### src/rtl/writeback_sequencer.sv
// Round-robin write-port sequencer: per-source FIFOs for ALU and load results feeding one
// registered register-file write per cycle. Optional feature macro: WB_ZERO_DROP_EN.
module writeback_sequencer #(
    parameter int DEPTH = 4
) (
    input  logic        clock,
    input  logic        reset,
    input  logic        alu_valid,
    input  logic [4:0]  alu_reg,
    input  logic [31:0] alu_data,
    output logic        alu_ready,
    input  logic        mem_valid,
    input  logic [4:0]  mem_reg,
    input  logic [31:0] mem_data,
    output logic        mem_ready,
    output logic        regWrite,
    output logic [4:0]  writeReg,
    output logic [31:0] writeData,
    output logic        idle
);
    localparam int PW = $clog2(DEPTH);
    localparam int CW = $clog2(DEPTH) + 1;
    localparam logic [CW-1:0] FULL = CW'(DEPTH);

    // Handshake: an entry transfers on a rising edge when valid && ready. Ready depends only
    // on the registered count, never on valid or on a pop in the same cycle.
    logic [36:0]   store [2][DEPTH];
    logic [PW-1:0] head  [2];
    logic [PW-1:0] tail  [2];
    logic [CW-1:0] count [2];
    logic [36:0]   inEntry [2];
    logic [1:0]    inValid;
    logic [1:0]    ready;
    logic [1:0]    keep;
    logic [1:0]    nonEmpty;
    logic [1:0]    pop;
    logic          grantAlu;
    logic          grantMem;
    logic          favorAlu;

    always_comb begin
        inValid    = {mem_valid, alu_valid};
        inEntry[0] = {alu_reg, alu_data};
        inEntry[1] = {mem_reg, mem_data};
        for (int s = 0; s < 2; s++) begin
            nonEmpty[s] = (count[s] != '0);
            ready[s]    = (count[s] < FULL);
`ifdef WB_ZERO_DROP_EN
            // Register-0 entries complete the handshake but are never stored.
            keep[s] = inValid[s] && ready[s] && (inEntry[s][36:32] != 5'd0);
`else
            keep[s] = inValid[s] && ready[s];
`endif
        end
    end

    // Entries pushed this cycle are invisible to the arbiter until the next one.
    assign grantAlu  = nonEmpty[0] && (!nonEmpty[1] || favorAlu);
    assign grantMem  = nonEmpty[1] && !grantAlu;
    assign pop       = {grantMem, grantAlu};
    assign alu_ready = ready[0];
    assign mem_ready = ready[1];
    assign idle      = (count[0] == '0) && (count[1] == '0) && !regWrite;

    always_ff @(posedge clock) begin
        if (reset) begin
            for (int s = 0; s < 2; s++) begin
                head[s]  <= '0;
                tail[s]  <= '0;
                count[s] <= '0;
            end
            favorAlu  <= 1'b1;
            regWrite  <= 1'b0;
            writeReg  <= 5'd0;
            writeData <= 32'd0;
        end else begin
            for (int s = 0; s < 2; s++) begin
                if (keep[s]) begin
                    store[s][tail[s]] <= inEntry[s];
                    tail[s]           <= tail[s] + 1'b1;
                end
                if (pop[s]) begin
                    head[s] <= head[s] + 1'b1;
                end
                case ({keep[s], pop[s]})
                    2'b10:   count[s] <= count[s] + 1'b1;
                    2'b01:   count[s] <= count[s] - 1'b1;
                    default: count[s] <= count[s];
                endcase
            end
            regWrite <= grantAlu || grantMem;
            // The round-robin pointer only moves on a grant; address/data hold otherwise.
            if (grantAlu) begin
                {writeReg, writeData} <= store[0][head[0]];
                favorAlu              <= 1'b0;
            end else if (grantMem) begin
                {writeReg, writeData} <= store[1][head[1]];
                favorAlu              <= 1'b1;
            end
        end
    end
endmodule

### config.mk
export PLATFORM = sky130hd
export DESIGN_NAME = writeback_sequencer
export DESIGN_NICKNAME = d
export VERILOG_FILES = /design/src/rtl/writeback_sequencer.sv
export SDC_FILE = /design/constraint.sdc
export NUM_CORES = 1
export LEC_CHECK = 0
export CAP_MARGIN = 20
export CORE_MARGIN = 4
export CORE_UTILIZATION = 52
export DETAILED_ROUTE_END_ITERATION = 6
export PLACE_DENSITY_LB_ADDON = 0.05
export REMOVE_ABC_BUFFERS = 1
export SYNTH_ARGS = -nofsm -noshare
export SYNTH_HDL_FRONTEND = slang
export SYNTH_SLANG_ARGS = --single-unit
### constraint.sdc
create_clock -name clock -period 2.55 [get_ports clock]
set_clock_uncertainty 0.2 [all_clocks]
set_input_delay 0.51 -clock clock [delete_from_list [all_inputs] [get_ports clock]]
set_output_delay 0.51 -clock clock [all_outputs]
set_load 0.02 [all_outputs]
### Word-level counts from Yosys, hierarchy flattened

Memory sizes are Yosys's and may differ from the RTL's.
Index checks and enable logic that the tools add are counted.

* memories kept: 4
* RAM bits: 310
* output and inout bits: 41
* register bits after elaboration: 39
* logic and storage cells: 122
* input port bits: 78

Memory list
* store: words 2, width 148, read ports 2, clocked after Yosys merged registers in 0, write ports 2, RTL line 27 `logic [36:0] store [2][DEPTH];`
* count: words 2, width 3, read ports 2, clocked after Yosys merged registers in 0, write ports 2, RTL line 30 `logic [CW-1:0] count [2];`
* head: words 2, width 2, read ports 2, clocked after Yosys merged registers in 0, write ports 2, RTL line 28 `logic [PW-1:0] head [2];`
* tail: words 2, width 2, read ports 2, clocked after Yosys merged registers in 0, write ports 2, RTL line 29 `logic [PW-1:0] tail [2];`

* $lt $le $gt $ge: 8
* equal/unequal tests: 4
* $add $sub $neg: 8
* reduce and logical (&&, ||, !) cells: 20
* bitwise logic cells: 14
* mux-type cells: 60

Operator list (number)
* two-way mux 148 bit: 2
* two-way mux 37 bit: 6
* binary-select mux 37 bit (select 2 bit): 2
* demux 37 bit (select 2 bit): 2
* two-way mux 32 bit: 2
* two-way mux 1 bit: 34
* two-way mux 3 bit: 6
* >= comparator 3 bit (second input constant): 4
* NOT 2 -> 3 bit: 4
* two-way mux 5 bit: 2
* bitwise OR 1 bit: 10
* adder 2 x 1 -> 2 bit (second input constant): 4
* logical AND 1 bit: 8
* two-way mux 2 bit: 4
* adder 3 x 1 -> 3 bit (second input constant): 2
* zero test 3 bit: 2
* less-than comparator 3 x 1 -> 1 bit (second input constant): 2
* less-than comparator 3 bit (second input constant): 2
* nonzero test 3 bit: 2
* subtractor 3 x 1 -> 3 bit (second input constant): 2
* == test 2 x 1 -> 1 bit (second input constant): 2
* == test 2 bit (second input constant): 2
* OR reduction 2 bit: 2
* zero test 1 bit: 3
* 2 further kinds: 3

### Logic depth before layout (Yosys ltp)

* depth after elaboration: 13
* depth in mapped cells: 12

### Worst setup path before layout

OpenSTA, ideal clock, no wires.

* kind: register to register
* start point: memory count[1][0] (netlist bit)
* end point: memory count[0][2] (netlist bit) (data pin)
* data arrival time: 2029 ps
* slack: 66 ps
* buffers on the path: 0
* setup time: 254 ps
* stages on the path, launching flop included: 13
* cells stage by stage: edfxtp_1 inv_1 ha_1 nor2b_1 o21a_1 ha_1 nand2b_1 xnor2_1 ha_1 nor2_1 mux2i_1 xnor2_1 nor2_1

RTL lines (RTL line)
* from (decl): 30

==> impl_metrics.ini <==
[status]
status = complete, no violations

[timing]
max-slew-margin-rel = 0.691
final.min_clock_period_ns = 2.48
max_freq_mhz = 404
slew_violations = 0
period_share = 0.972
hold_violations = 0
worst_pin_slew_ns = 0.464
setup_violations = 0
whs_ns = 0.233
rsz0062_at_grt = true
worst_slack_ns = 0.0717

[final_layout]
fill_cells = 1675
syn2layout_area_growth_pct = 23.7
final_cell_mix = 310 x edfxtp_1, 117 x clkdlybuf4s50_1, 81 x nand2_1
fin_nets = 925
drive_gt1_frac = 0.235
diodes = 0
final_common_cell = edfxtp_1

[route]
drt_iter0_markers = 605
route.detailed.drc = 0
via_per_inst = 5.54
drt.antenna.violating_nets = 0
vias = 6549
firstDrtPassIters = 5
wl_per_cell_um = 22.6
routed_wl_mm = 26.7

[cts]
cts_tree = built
clk_pin_slew_worst_paths_ns = 0.06
clockBufferDepth = 3
hold_buffers = 0
insertion_delay_ns = 0.51
cts.sink_count = 349
numCtsBuffers = 36
cts_max_level = 2
ctsRootBufferMaster = clkbuf_16

[worst_setup_path]
cp-end-kind = flop
crit_end = count[0][2]
worstPathArrival_ns = 2.53
worst-r2r-cell-count = 12
critPathLaunchType = flop
timing.rr.start = count[1][1]
cp_max_fo = 3
critical_path_class = reg -> reg
crit_required_ns = 2.61
reg2reg_to = count[0][2]
ff2ff_setup_slack_ns = 0.07
crit_start = count[1][1]

[die]
die_h_um = 167
ios = 119
fp-row-count = 57
die_x_um = 167
start_util = 0.536
die-area_um2 = 27900
core_um2 = 24600

[pwr]
power.density_nw_per_um2 = 1040
vdd_drop_max_v = 0.000653
sequentialPowerShare = 0.422
leakage_uw = 0.00554
power_frac_comb = 0.289
switchingPower_uw = 4820
clkPwrFrac = 0.289
internal-power_uw = 12200
sw_frac_of_total = 0.284

[placed_design]
hpwl_mm = 16.7
port_buffers = 118
gp_congestion = 0.762
place_ws_ns = -0.0743

[global_routing]
grt_util_all_layers = 0.191
grt_pass1_vias = 7062
antenna_found_initial = 0
grt_max_degree = 40
grt-ovfl-total = 0
grt_pass1_wl_mm = 41.0

[worst_hold_path]
min_path_type = reg -> reg

[synthesis]
syn_inst = 661
ys_seq_area_frac = 0.766
synth_cell_types = 32
yosysWarnings = 0
synth_area_per_cell_um2 = 19.9
synth_top_cell_area_share = 0.706
ys_top_cells_by_area = edfxtp_1 71%, mux4_2 13%, dfxtp_1 5.9%
synth_top_cell_by_area = edfxtp_1
synth_area_um2 = 13200
synth_seq_cells = 349

[job]
drv_cap = 0
==> synth_stat cells (all sizes together) <==
library cell and number:
edfxtp 310, a21o 1, or3 1, o211a 1, mux2i 1, a211oi 1
nand3 1, buf 12, xnor2 4, nand2 81, nor2b 1, nand2b 5
nor2 20, clkbuf 17, dfxtp 39, and2 11, a22oi 37, a21oi 3
nor3 2, o21a 1, inv 14, mux4 74, o21ai 6, a2bb2oi 1
xor2 1, ha 16
==> metrics by stage <==
stage / TNS (ns) / utilization / total power [uW] / cell area [um^2] / cells
after global routing: -0.0313 / 0.662 / 17800 / 16300 / 1183
final: 0 / 0.662 / 17000 / 16300 / 1183
after detailed placement: -0.0743 / 0.613 / 12100 / 15100 / 1113
after global placement: 0 / 0.613 / 12000 / 15100 / 1113
after floorplan: -11.06 / - / 10300 / 13000 / 632
after CTS: 0 / 0.660 / 17100 / 16200 / 1182
==> kinds of logic after synthesis <==
logic type                 after synthesis  synth area share
DFF                                    349             0.766
muxes                                   75             0.127
AOI/OAI and AO/OA                       51            0.0331
and+or+nand+nor                        122            0.0393
buffers and inverters                   43            0.0160
adders and majority gates               16            0.0152
xor gates and xnor gates                 5           0.00332
==> area by class of cell <==
cell class,count,area (um^2),area share
sequential,349,10100,0.619
multi-input combinational,269,2940,0.180
timing repair buffer,161,1690,0.104
clock buffer,47,993,0.0610
tap,324,405,0.0249
clock inverter,19,125,0.00768
inverter,14,52.6,0.00323
==> registers in the layout (all words and copies together) (netlist names) <==
signal     count
regWrite       1
head           4
writeReg       5
favorAlu       1
count          6
store        296
tail           4
writeData     32
==> timing repair <==
item	CTS	global route
gates resized for setup	6	11
buffers inserted	3	1
pin swaps	0	4
endpoints found under the setup margin	2	3
cloned	0	0
==> worst max-delay path: stages (launching register included) <==
cell	delay [ns]
edfxtp_1	0.42
inv_2	0.11
ha_4	0.14
nor2b_4	0.16
o21a_1	0.20
ha_4	0.17
nand2b_4	0.06
xnor2_2	0.16
ha_2	0.20
nor2_1	0.05
mux2i_1	0.18
xnor2_1	0.14
nor2_1	0.05
==> per-layer routing <==
metal  up-vias  track usage  wire length, um
met3        33       0.0309             1330
li1       2965            -                -
met1      3349        0.262            11300
met5         -            0                0
met2       202        0.329            13700
met4         0       0.0427              375
==> worst min-delay path by stage <==
stage / to / depth (start not counted) / start
4_1_cts: writeData[0] / 2 / writeData[0]
6_report: writeData[0] / 2 / writeData[0]
2_1_floorplan: writeData[0] / 2 / writeData[0]
3_3_place_gp: writeData[23] / 2 / writeData[23]
3_5_place_dp: writeData[26] / 2 / writeData[26]
5_1_grt: writeData[26] / 2 / writeData[26]
==> power groups by stage <==
stage	Sequential, uW	Clock [uW]	Combinational [uW]
2_1_floorplan	7890	0	2360
3_3_place_gp	7250	0	4720
3_5_place_dp	7290	0	4810
4_1_cts	7160	5020	4870
5_1_grt	7220	5280	5300
6_report	7160	4900	4900
(Power assumes the default switching activity.)
